$ cat src/rtl/lg_pkg.sv
// ---------------------------------------------------------------------------
// lg_pkg
// Shared definitions for the lane shifter datapath:
//   - lane-mode encodings carried on the 2-bit bitnum field
//   - state encoding of the multi-step shift sequencer
//   - helpers mapping a lane mode to its width, boundary masks and the
//     effective number of single-position steps for a request
// ---------------------------------------------------------------------------
package lg_pkg;

  localparam int unsigned DATA_W = 16;

  // Lane modes. Encoding 2'b11 is not listed; every consumer treats it as
  // LANE8.
  localparam logic [1:0] LANE4  = 2'b00;
  localparam logic [1:0] LANE8  = 2'b01;
  localparam logic [1:0] LANE16 = 2'b10;

  typedef enum logic [1:0] {
    IDLE  = 2'b00,
    SHIFT = 2'b01,
    DONE  = 2'b10
  } state_t;

  // Width in bits of one lane for the given mode (4, 8 or 16).
  function automatic logic [4:0] lane_width(input logic [1:0] bitnum);
    case (bitnum)
      LANE4:   return 5'd4;
      LANE16:  return 5'd16;
      default: return 5'd8;
    endcase
  endfunction

  // Bit positions that are the least-significant bit of a lane. A left shift
  // must clear these, otherwise the MSB of the lane below would leak in.
  function automatic logic [DATA_W-1:0] lane_lsb_mask(input logic [1:0] bitnum);
    case (bitnum)
      LANE4:   return 16'h1111;
      LANE16:  return 16'h0001;
      default: return 16'h0101;
    endcase
  endfunction

  // Bit positions that are the most-significant bit of a lane. A right shift
  // must clear these, otherwise the LSB of the lane above would leak in.
  function automatic logic [DATA_W-1:0] lane_msb_mask(input logic [1:0] bitnum);
    case (bitnum)
      LANE4:   return 16'h8888;
      LANE16:  return 16'h8000;
      default: return 16'h8080;
    endcase
  endfunction

  // Number of single-position steps the sequencer performs for a request.
  // With clamping, shifting past the lane width is pointless (the lane is
  // already zero), so the count saturates at the lane width. shamt never
  // exceeds 15, so a 16-bit lane never clamps and 4 bits always suffice.
  function automatic logic [3:0] effective_count(input logic [3:0] shamt,
                                                 input logic [1:0] bitnum,
                                                 input logic       clamp);
    logic [4:0] width;
    width = lane_width(bitnum);
    if (clamp && ({1'b0, shamt} > width)) begin
      return width[3:0];
    end
    return shamt;
  endfunction

endpackage

$ cat src/rtl/lg_shifter.sv
// ---------------------------------------------------------------------------
// lg_shifter
// Combinational single-step lane shifter: shifts a 16-bit word by exactly
// one position, logically (zero fill), independently within each lane.
//
// Ports:
//   datain   [15:0]  operand
//   right            1 = shift toward LSB, 0 = toward MSB
//   bitnum   [1:0]   lane mode: 00 = 4x4, 01 = 2x8, 10 = 1x16, 11 = as 01
//   dataout  [15:0]  shifted word
// ---------------------------------------------------------------------------
module lg_shifter
  import lg_pkg::*;
(
  input  logic [DATA_W-1:0] datain,
  input  logic              right,
  input  logic [1:0]        bitnum,
  output logic [DATA_W-1:0] dataout
);

  logic [DATA_W-1:0] shl_full;
  logic [DATA_W-1:0] shr_full;

  // Shift the whole word, then clear the bit positions that just received
  // a bit from the neighbouring lane.
  assign shl_full = {datain[DATA_W-2:0], 1'b0};
  assign shr_full = {1'b0, datain[DATA_W-1:1]};

  assign dataout = right ? (shr_full & ~lane_msb_mask(bitnum))
                         : (shl_full & ~lane_lsb_mask(bitnum));

endmodule

$ cat src/rtl/lg_shift_seq.sv
// ---------------------------------------------------------------------------
// lg_shift_seq
// Multi-bit lane shift sequencer. Accepts an operand and a 4-bit shift
// amount, then applies lg_shifter one position per clock to a held working
// register and presents the result. One request is in flight at a time.
//
// Parameters:
//   CLAMP      1 = step count saturates at the lane width (same result,
//                  shorter latency); 0 = always shamt steps
//
// Ports:
//   clk                 system clock, rising edge
//   rst                 asynchronous, active-high reset
//   in_valid / in_ready request handshake (in_ready high only in IDLE)
//   datain   [15:0]     operand, sampled at accept
//   right               1 = logical right, 0 = left (sampled at accept)
//   bitnum   [1:0]      lane mode (sampled at accept)
//   shamt    [3:0]      shift amount 0..15 (sampled at accept)
//   out_valid/out_ready result handshake
//   dataout  [15:0]     result, held while out_valid && !out_ready
//   busy                high while a request is in SHIFT or DONE
// ---------------------------------------------------------------------------
module lg_shift_seq
  import lg_pkg::*;
#(
  parameter bit CLAMP = 1'b1
) (
  input  logic              clk,
  input  logic              rst,
  input  logic              in_valid,
  output logic              in_ready,
  input  logic [DATA_W-1:0] datain,
  input  logic              right,
  input  logic [1:0]        bitnum,
  input  logic [3:0]        shamt,
  output logic              out_valid,
  input  logic              out_ready,
  output logic [DATA_W-1:0] dataout,
  output logic              busy
);

  state_t            state_q,  state_d;
  logic [DATA_W-1:0] work_q,   work_d;
  logic [3:0]        count_q,  count_d;
  logic              right_q,  right_d;
  logic [1:0]        bitnum_q, bitnum_d;

  logic [DATA_W-1:0] shifted;
  logic [3:0]        load_count;

  // The shifter always sees the working register and the request's latched
  // direction/mode, so later changes on the request inputs cannot disturb
  // an operation in progress.
  lg_shifter u_shifter (
    .datain  (work_q),
    .right   (right_q),
    .bitnum  (bitnum_q),
    .dataout (shifted)
  );

  assign load_count = effective_count(shamt, bitnum, CLAMP);

  // -------------------------------------------------------------------------
  // Next-state and datapath control
  // -------------------------------------------------------------------------
  always_comb begin
    // NOTE: every signal assigned in this block gets a default first, so no
    // path through the case statement can leave one unassigned and infer a
    // latch.
    state_d  = state_q;
    work_d   = work_q;
    count_d  = count_q;
    right_d  = right_q;
    bitnum_d = bitnum_q;

    unique case (state_q)
      IDLE: begin
        // in_ready is high in IDLE, so in_valid alone means accept.
        // out_ready has no meaning here and is deliberately not looked at.
        if (in_valid) begin
          work_d   = datain;
          right_d  = right;
          bitnum_d = bitnum;
          count_d  = load_count;
          state_d  = (load_count == 4'd0) ? DONE : SHIFT;
        end
      end

      SHIFT: begin
        work_d  = shifted;
        count_d = count_q - 4'd1;
        // The last step and the move to DONE share one edge. The <= also
        // guards against a zero count, which the load logic never produces.
        if (count_q <= 4'd1) begin
          state_d = DONE;
        end
      end

      DONE: begin
        // Hold the result until the consumer takes it; in_valid is ignored
        // because in_ready is low.
        if (out_ready) begin
          state_d = IDLE;
        end
      end

      default: begin
        state_d = IDLE;
      end
    endcase
  end

  // -------------------------------------------------------------------------
  // State registers
  // -------------------------------------------------------------------------
  // NOTE: the working register and counter are reset too, not just the state,
  // so dataout and any debug view of the datapath come up at a known zero.
  always_ff @(posedge clk or posedge rst) begin
    if (rst) begin
      state_q  <= IDLE;
      work_q   <= '0;
      count_q  <= '0;
      right_q  <= 1'b0;
      bitnum_q <= LANE4;
    end else begin
      // NOTE: non-blocking assignments so every register samples the values
      // computed before this edge, independent of statement order.
      state_q  <= state_d;
      work_q   <= work_d;
      count_q  <= count_d;
      right_q  <= right_d;
      bitnum_q <= bitnum_d;
    end
  end

  // -------------------------------------------------------------------------
  // Outputs (Moore, straight from the state register)
  // -------------------------------------------------------------------------
  assign in_ready  = (state_q == IDLE);
  assign out_valid = (state_q == DONE);
  assign busy      = (state_q != IDLE);

  // Intermediate shift values are not exposed; outside DONE the bus is zero.
  assign dataout   = out_valid ? work_q : '0;

endmodule
$ cat config.mk
export PLATFORM = sky130hd
export DESIGN_NAME = lg_shift_seq
export DESIGN_NICKNAME = d
export VERILOG_FILES = /design/src/rtl/lg_pkg.sv /design/src/rtl/lg_shifter.sv /design/src/rtl/lg_shift_seq.sv
export SDC_FILE = /design/constraint.sdc
export NUM_CORES = 1
export LEC_CHECK = 0
export ABC_CLOCK_PERIOD_IN_PS = 1900
export CORE_MARGIN = 10
export CORE_UTILIZATION = 45
export DETAILED_ROUTE_END_ITERATION = 10
export PLACE_DENSITY_LB_ADDON = 0.3
export SLEW_MARGIN = 10
export SYNTH_ARGS = -nofsm -noshare
export SYNTH_HDL_FRONTEND = slang
export SYNTH_SLANG_ARGS = --single-unit
$ cat constraint.sdc
create_clock -name clk -period 1.9 [get_ports clk]
set_clock_uncertainty 0.05 [all_clocks]
set_input_delay 0.57 -clock clk [delete_from_list [all_inputs] [get_ports clk]]
set_output_delay 0.57 -clock clk [all_outputs]
set_load 0.1 [all_outputs]
# == Yosys cells after proc, flatten, opt, wreduce, memory -nomap -nowiden ==
# Index checks and enable logic that the tools add are counted.
# word_totals
reg_bits,25
in_bits,27
output_inout_bits,19
word_cells,45
# op_classes
addsub,1
order_cmp,2
eq_ne,7
mux,17
bitwise_logic,4
reduce_logical,9
# ops
cell,count
16-bit 2-to-1 mux,3
16-bit case mux with 2 select lines,1
13-bit case mux with 2 select lines,1
12-bit case mux with 2 select lines,1
15-bit by 16-bit AND with 16-bit output,1
16-bit AND,1
13-bit inverter with 16-bit output,1
16-bit inverter,1
4-bit 2-to-1 mux,3
5-bit case mux with 2 select lines,1
2-bit 2-to-1 mux,4
4-bit case mux with 2 select lines,1
2-bit equality test (second input constant),3
2-bit zero test,3
2-bit case mux with 3 select lines,1
4-bit by 5-bit greater-than comparator with 1-bit output,1
4-bit by 1-bit <= comparator with 1-bit output (second input constant),1
4-bit zero test,1
2-bit != test (second input constant),2
2-bit AND reduction,2
2-bit nonzero test,2
4-bit by 1-bit subtractor with 4-bit output (second input constant),1
3-bit AND reduction,1
2-bit by 1-bit equality test with 1-bit output (second input constant),1
2 further kinds,2

# == Longest topological paths before layout ==
# Gate-level depths: netlist (run 1).
# depth
word_depth,9
ltp_mapped,6
ltp_nobuf,6

# == By module ==
# A second synthesis (run 1) with hierarchy kept.
# hier_totals
hier_cells,183
hier_area_um2,1736.7
# by_module_without_submodules
module,n_inst,cells_per_inst,area_each_um2,seq_area_each_um2
lg_shift_seq,1,152,1502.7,625.6
lg_shifter,1,31,234.0,0.0

# == Worst setup path after synthesis (run 1) ==
# No wires, ideal clock.
# synth_path
kind,register -> output
start,register state_q[0]
end,output dataout[14]
t_arrival_ns,2.792
t_required_ns,1.280
slack_ns,-1.512
path_stages_with_launch,4
path_buffers,2
cell_sequence,dfrtp_1 -> buf_4 -> buf_2 -> nor3_1
# synth_via
elab_chain_cells,2
# synth_rtl
element,line_no,rtl
"start, declared",lg_shift_seq.sv:42,"state_t state_q, state_d;"
"start signal, assigned",lg_shift_seq.sv:128,state_q <= state_d;
2-bit equality test,lg_shift_seq.sv:140,assign out_valid = (state_q == DONE);
16-bit 2-to-1 mux,lg_shift_seq.sv:144,assign dataout = out_valid ? work_q : '0;
"end, declared",lg_shift_seq.sv:38,"output logic [DATA_W-1:0] dataout,"
# Every way passes these cells.

# == Worst setup path after layout (run 1) ==
# layout_path
start,register state_q[1]
end,output dataout[1]
# The elaborated chain is that of the path after synthesis.

==> impl_metrics.toml, run 1 <==
[run_status]
status = "complete, but fails checks"
violations = "setup timing"

[pwr]
peakVddDrop_mv = 1.418
power_density_nw_per_um2 = 1980
p_leak_uw = 0.001150

[logic_synthesis]
ys_ff_latch = 25
yosysTopAreaCell = "dfrtp_1"
synth_area_leaders = "dfrtp_1 38%, and3_1 5.8%, mux2i_1 5.5%, o21ai_1 4.3%, a21oi_1 4.0%"
netlist.area_leader.share_pct = 38.46
yosysSeqAreaShare_pct = 38.46
syn_area_um2 = 1627
postSynthCellCount = 190
synth.distinct_cells = 38
ys_warn_count = 0
syn_area_per_cell_um2 = 8.561
synth_nets = 221

[route]
wirelength_mm = 5.358
drt_iter0_drc = 118
dr.pass1.iters = 4
wl_per_cell_um = 17.51
vias = 1724
drcViolationCount = 0
via_per_inst = 5.634
ant_nets = 0

[setup_path]
crit_type = "flop to output port"
critPathMaxFanout = 14
end_kind = "output port"
crit_required_ns = 1.28
startpoint_type = "flop"
r2r_slack_ns = 0.25
crit_arrival_ns = 1.40

[grt]
grt_pass1_wl_mm = 8.956
track_usage_pct = 17.22
gr-total-overflow = 0
antenna_found_initial = 0
grt_max_degree = 26
grt_pass1_vias = 1905

[timing]
fin_tns_setup_ns = -1.431
finalWorstSetupSlack_ns = -0.1167
period_needed_ns = 2.017
setup_violations = 18
tightest_slew_ns = 0.8458
finalCritPeriodShare_pct = 106.1
max_freq_mhz = 495.9
drv_slew = 0
rsz0062_at_grt = "true"
hold_viol = 0
max-slew-margin-rel_pct = 43.62

[layout]
antenna_cells = 0
finalNonFillerCells = 306
fillers = 238
layout_common_cells = "29 x buf_4, 25 x clkdlybuf4s50_1, 23 x dfrtp_1, 19 x buf_12, 15 x nand2_1"
layout_commonest_cell = "buf_4"
fin_nets = 292
final_core_util_pct = 78.72
stdcell_area_um2 = 2689
area_growth_pct = 65.31
drive_above_1_share_pct = 32.69

[floorplan]
die_y_um = 80.12
start_util_pct = 47.62
fp.dieW_um = 80.12
row_count = 21
pin_count = 46
core-area_um2 = 3416
dieArea_um2 = 6419

[clock_tree]
htree_levels = 1
cts.sinks = 25
clock_latency_ns = 0.33
tritoncts = "built"
cts_buffers = 3
path_clk_slew_ns = 0.16
clock-root-buffer = "clkbuf_4"
clk_path_buf_depth = 2

[place]
place_congestion = 0.8270
numPortBuffers = 45
place_hpwl_mm = 4.024
dpl_worst_slack_ns = -0.4184
placed_cells = 294
placed_area_um2 = 2542

[job]
drv_cap = 0

[min_path]
min_path_type = "input port to async pin"
==> cell usage after synthesis, drive strengths merged <==
cell and n:
dfrtp 25, a31oi 2, nor3b 6, buf 9
nand2 15, inv 9, nor2 15, ha 4
clkbuf 4, o221ai 3, o31ai 1, nand2b 3
a221oi 1, o22a 7, a21oi 13, o22ai 8
xor2 1, and3 15, mux2 2, and2b 1
nor3 4, nand4 1, nand3 2, nand3b 2
a211o 1, nor2b 1, or2 1, mux2i 9
a41oi 1, a22oi 1, o21ai 22, a211oi 1
==> logic make-up after synthesis <==
| group | share of synthesized area, % |
|---|---|
| xor gates and xnor gates | 0.5386 |
| muxes | 6.923 |
| DFF | 38.46 |
| AOI/OAI and AO/OA | 23.62 |
| buffers and inverters | 6.077 |
| adders and majority gates | 3.077 |
| and+or+nand+nor | 21.31 |
==> worst max-delay path, cell delays in order (launching register included) <==
cell and delay, ns:
dfrtp_2 0.49, buf_6 0.17, and3_2 0.23, buf_12 0.16
==> final timing paths <==
path / startpoint / to / depth (start not counted)
min: rst / right_q / 3
min reg2reg: work_q[15] / work_q[15] / 2
max in group asynchronous: rst / state_q[1] / 3
min in group clk: work_q[15] / work_q[15] / 2
max: state_q[1] / dataout[1] / 3
max reg2reg: right_q / work_q[13] / 5
==> area by class of cell <==
type | count | area (um^2) | share of cell area, %
clock buffer | 3 | 22.52 | 0.8376
clock inverter | 1 | 7.507 | 0.2792
inverter | 9 | 46.29 | 1.722
multi-input combinational | 143 | 1010 | 37.55
sequential | 25 | 628.1 | 23.36
tap | 46 | 57.56 | 2.141
timing repair buffer | 79 | 917.1 | 34.11
==> metrics by stage <==
| step | hold slack (ns) | total power [uW] |
|---|---|---|
| 5_1_grt | 0.5403 | 5624 |
| 2_1_floorplan | 0.4285 | 3548 |
| 3_5_place_dp | 0.4560 | 4841 |
| 6_report | 0.5079 | 5323 |
| 4_1_cts | 0.4874 | 5262 |
| 3_3_place_gp | 0.4448 | 4737 |
==> routing by layer <==
| layer | wire length, um | global-route usage, % | part of all wire [%] | vias to the layer above |
|---|---|---|---|---|
| met5 | 0 | 0 | 0 | - |
| met4 | 105 | 7.746 | 2.0 | 0 |
| met3 | 229 | 3.786 | 4.3 | 11 |
| met2 | 2846 | 30.58 | 53 | 50 |
| met1 | 2177 | 19.09 | 41 | 823 |
| li1 | - | - | - | 840 |
==> report_power, final <==
part / switching (uW) / internal (uW) / leakage (uW)
Combinational: 2220 / 1640 / 0.000845
Sequential: 399 / 802 / 0.000291
Clock: 184 / 80.7 / 0.0000139
Total: 2800 / 2520 / 0.00115
==> flip-flops by register name, indices dropped and copies added, names as in the netlist <==
signal	cells
work_q	16
count_q	4
bitnum_q	2
state_q	2
right_q	1
==> what timing repair did <==
item | CTS | global route
hold buffers | 0 | 0
pin swaps | 6 | 2
gates resized for setup | 17 | 2
hold endpoints to repair | 0 | 0
setup buffers | 6 | 2
setup endpoints to repair | 24 | 19
(Power assumes the default switching activity.)
==> inputs of run 2 (changes only) <==
--- a/config.mk
+++ b/config.mk
@@ -9,6 +9,7 @@
 export CORE_MARGIN = 10
 export CORE_UTILIZATION = 45
 export DETAILED_ROUTE_END_ITERATION = 10
+export DONT_BUFFER_PORTS = 1
 export PLACE_DENSITY_LB_ADDON = 0.3
 export SLEW_MARGIN = 10
 export SYNTH_ARGS = -nofsm -noshare
==> impl_metrics.toml, run 2 (same netlist as run 1, synthesis figures left out) <==
[run_status]
status = "complete, but fails checks"
violations = "setup timing"

[route]
ant_nets = 0
wirelength_mm = 4.534
drt_iter0_drc = 84
via_per_inst = 5.919
dr.pass1.iters = 4
wl_per_cell_um = 18.28
drcViolationCount = 0
vias = 1468

[place]
dpl_worst_slack_ns = 0.004837
place_congestion = 0.8601
place_hpwl_mm = 3.476
numPortBuffers = 0
placed_cells = 240
placed_area_um2 = 1909

[grt]
antenna_found_initial = 0
gr-total-overflow = 0
grt_pass1_vias = 1509
track_usage_pct = 14.52
grt_pass1_wl_mm = 7.534
grt_max_degree = 26

[setup_path]
crit_top_cell = "buf_12"
end_kind = "output port"
cp_cell_sequence = "buf_12, and3_2, buf_12"
critPathBufInv = 2
startpoint_type = "flop"
critPathMaxFanout = 22
crit_type = "flop to output port"
crit_required_ns = 1.28
crit_arrival_ns = 1.36
cpLargestDelayFamily = "flip-flops"
slowest_delay_ns = 0.45
cp_slowest_cell = "dfrtp_1"

[layout]
stdcell_area_um2 = 2021
layout_common_cells = "24 x dfrtp_1, 15 x nand2_1, 14 x o21ai_1, 14 x and3_4, 13 x a21oi_1"
regArea_um2 = 626.9
fillers = 304
antenna_cells = 0
regMostFlops = "work_q"
area_growth_pct = 24.23
reg_top3 = "work_q: 16 flops, count_q: 4 flops"
largest_register_ffs = 16
fin_nets = 234
drive_above_1_share_pct = 24.75
finalNonFillerCells = 248
multi_input_area_um2 = 997.2
layout_commonest_cell = "dfrtp_1"

[floorplan]
dieArea_um2 = 6419
row_count = 21
die_y_um = 80.12
fp.dieW_um = 80.12
start_util_pct = 47.62
core-area_um2 = 3416
pin_count = 46

[clock_tree]
cts.sinks = 25
path_clk_slew_ns = 0.14
clock_latency_ns = 0.32
htree_levels = 1
tritoncts = "built"
cts_buffers = 3
clk_path_buf_depth = 2
hold_buffers = 0
clock-root-buffer = "clkbuf_4"

[timing]
finalWorstSetupSlack_ns = -0.07656
max-slew-margin-rel_pct = 45.92
holdWs_ns = 0.1059
max_freq_mhz = 505.9
rsz0062_at_grt = "true"
drv_slew = 0
setup_violations = 18
hold_viol = 0
period_needed_ns = 1.977
tightest_slew_ns = 0.8112
finalCritPeriodShare_pct = 104.0

[job]
drv_cap = 0

[min_path]
min_path_type = "input port to async pin"
==> run 2: changes by cell type in the layout (fill, tap and decap cells not counted), sizes merged <==
cell           change
dlygate4sd2        -1
buf               -32
clkinvlp           -1
clkinv             +1
clkdlybuf4s50     -25
==> run 2: final timing paths <==
check	from	to	slack, ns	cells after the start
worst min register to register	work_q[15]	work_q[15]	0.50	2
max in group asynchronous	rst	state_q[0]	1.43	2
worst max-delay path	state_q[1]	dataout[1]	-0.08	3
worst max register to register	state_q[0]	state_q[1]	0.16	7
min in group clk	right	right_q	0.31	1
worst min-delay path	rst	bitnum_q[0]	0.11	2
==> run 2: what timing repair did <==
| item | 4_1_cts | 5_1_grt |
|---|---|---|
| resized for setup | 11 | 6 |
| endpoints found under the hold margin | 0 | 0 |
| pin swaps | 8 | 2 |
| buffers inserted | 4 | 0 |
| cloned | 0 | 0 |
| setup endpoints to repair | 19 | 19 |
==> run 2: worst reg2reg max path, cell delays in order (launching register included) <==
cell and delay, ns:
dfrtp_2 0.45, buf_6 0.16, buf_4 0.16, buf_4 0.15
and2b_1 0.23, o31ai_1 0.16, a31oi_1 0.19, o21ai_1 0.10
==> run 2: through the flow <==
step	util, %	TNS [ns]
2_1_floorplan	-	-0.6888
6_report	59.16	-1.131
5_1_grt	59.16	-1.965
3_5_place_dp	55.90	0
3_3_place_gp	55.90	0
4_1_cts	58.57	-1.532
==> run 2: final cells by class <==
type,count,area share [%]
clock buffers,3,1.115
flip-flops and latches,25,31.02
well taps,46,2.848
clock inverters,1,0.2477
inverters,9,2.291
multi-input cells,143,49.35
repair buffers,21,13.13
==> run 2: metal layers <==
layer / routed length (um) / GRT usage [%]
met5: 0 / 0
met4: 41 / 3.873
met2: 2250 / 25.20
met1: 1897 / 17.03
met3: 344 / 4.120
Power of run 2 is left out: the tool's default activity adds up to more than one toggle a clock period on the data nets, which glitch-free logic cannot reach.
==> inputs of run 3 (changes only) <==
--- a/config.mk
+++ b/config.mk
@@ -10,7 +10,6 @@
 export CORE_UTILIZATION = 45
 export DETAILED_ROUTE_END_ITERATION = 10
 export DONT_BUFFER_PORTS = 1
-export PLACE_DENSITY_LB_ADDON = 0.3
 export SLEW_MARGIN = 10
 export SYNTH_ARGS = -nofsm -noshare
 export SYNTH_HDL_FRONTEND = slang
==> impl_metrics.toml, run 3 (same netlist as run 1, synthesis figures left out) <==
[route]
drcViolationCount = 0
wirelength_mm = 4.562
wl_per_cell_um = 18.18
drt_iter0_drc = 70
via_per_inst = 5.857
dr.pass1.iters = 5
ant_nets = 0
vias = 1470

[timing]
drv_slew = 0
finalCritPeriodShare_pct = 104.9
period_needed_ns = 1.994
tightest_slew_ns = 0.4172
setup_violations = 19
rsz0062_at_grt = "true"
max-slew-margin-rel_pct = 71.95
finalWorstSetupSlack_ns = -0.09376
max_freq_mhz = 501.6
holdWs_ns = 0.1214
hold_viol = 0

[layout]
layout_commonest_cell = "dfrtp_1"
fin_nets = 237
regMostFlops = "work_q"
drive_above_1_share_pct = 25.85
antenna_cells = 0
reg_top3 = "work_q: 16 flops, count_q: 4 flops"
largest_register_ffs = 16
stdcell_area_um2 = 2029
fillers = 299
area_growth_pct = 24.77
layout_common_cells = "23 x dfrtp_1, 15 x nand2_1, 14 x o21ai_1, 13 x a21oi_1"
finalNonFillerCells = 251

[place]
place_congestion = 0.8016
placed_area_um2 = 1909
placed_cells = 240
numPortBuffers = 0
dpl_worst_slack_ns = 0.06206
place_hpwl_mm = 3.474

[floorplan]
dieArea_um2 = 6419
row_count = 21
core-area_um2 = 3416
pin_count = 46
fp.dieW_um = 80.12
die_y_um = 80.12
start_util_pct = 47.62

[job]
drv_cap = 0

[grt]
gr-total-overflow = 0
track_usage_pct = 14.45
grt_pass1_wl_mm = 7.458
grt_pass1_vias = 1474
antenna_found_initial = 0
grt_max_degree = 26

[clock_tree]
clk_path_buf_depth = 2
htree_levels = 1
path_clk_slew_ns = 0.14
clock_latency_ns = 0.32
cts_buffers = 3
hold_buffers = 0
clock-root-buffer = "clkbuf_4"
tritoncts = "built"
cts.sinks = 25

[setup_path]
crit_required_ns = 1.28
slowest_delay_ns = 0.48
end_kind = "output port"
cp_cell_sequence = "buf_12, nor3_4, buf_12"
crit_top_cell = "buf_12"
worst-r2r-cell-count = 5
r2r_slack_ns = 0.24
worstReg2RegEnd = "bitnum_q[1]"
r2r-start = "state_q[0]"
crit_arrival_ns = 1.37
cp_slowest_cell = "dfrtp_2"
startpoint_type = "flop"
critPathMaxFanout = 6
crit_type = "flop to output port"

[run_status]
status = "complete, but fails checks"
violations = "setup timing"

[min_path]
min_path_type = "input port to async pin"
==> run 3: cell types whose count changed in the layout (fill, tap and decap cells not counted) <==
cell,previous run,this run
buf_2,0,1
dfrtp_2,1,2
inv_8,1,0
buf_6,2,3
clkinv_2,1,0
inv_2,1,2
dfrtp_1,24,23
clkbuf_1,0,1
buf_4,11,12
and3_2,1,3
and3_4,14,12
==> run 3: final cells by class <==
| cell class | instances | area [um^2] | share of cell area, % |
|---|---|---|---|
| Sequential cell | 25 | 628.1 | 30.95 |
| Inverter | 9 | 38.79 | 1.911 |
| Multi-Input combinational cell | 143 | 989.7 | 48.77 |
| Clock buffer | 4 | 26.28 | 1.295 |
| Tap cell | 46 | 57.56 | 2.836 |
| Timing Repair Buffer | 24 | 289.0 | 14.24 |
==> run 3: how the worst max path moves through the flow <==
stage | from | end | slack (ns) | depth (start not counted)
after floorplan | state_q[1] | busy | -0.34 | 3
after global placement | bitnum[0] | count_q[2] | 0.10 | 6
after detailed placement | bitnum[0] | count_q[2] | 0.06 | 6
after CTS | state_q[1] | dataout[11] | -0.11 | 2
after global routing | state_q[1] | dataout[14] | -0.15 | 4
final | state_q[0] | dataout[14] | -0.09 | 3
==> run 3: critical path, delay by kind of cell (launching register included) <==
kind | cells | cell delay, ns
flops | 1 | 0.48
buf+inv | 2 | 0.36
simple gates | 1 | 0.21
==> run 3: through the flow <==
| stage | TNS, ns | utilization, % |
|---|---|---|
| 2_1_floorplan | -0.6888 | - |
| 3_3_place_gp | 0 | 55.90 |
| 3_5_place_dp | 0 | 55.90 |
| 4_1_cts | -1.566 | 59.05 |
| 5_1_grt | -2.028 | 59.41 |
| 6_report | -1.036 | 59.41 |
==> run 3: timing repair <==
action | CTS | global route
buffers inserted | 5 | 1
gates cloned | 1 | 0
resized for setup | 12 | 3
endpoints found under the setup margin | 19 | 19
pin swaps | 6 | 6
==> run 3: routing by layer <==
metal / global-route usage (%) / share of wire, % / up-vias
li1: - / - / 718
met1: 17.88 / 42 / 705
met2: 23.92 / 50 / 45
met3: 4.454 / 7.2 / 2
met4: 3.345 / 0.31 / 0
met5: 0 / 0 / -
Power of run 3 is left out for the same reason.
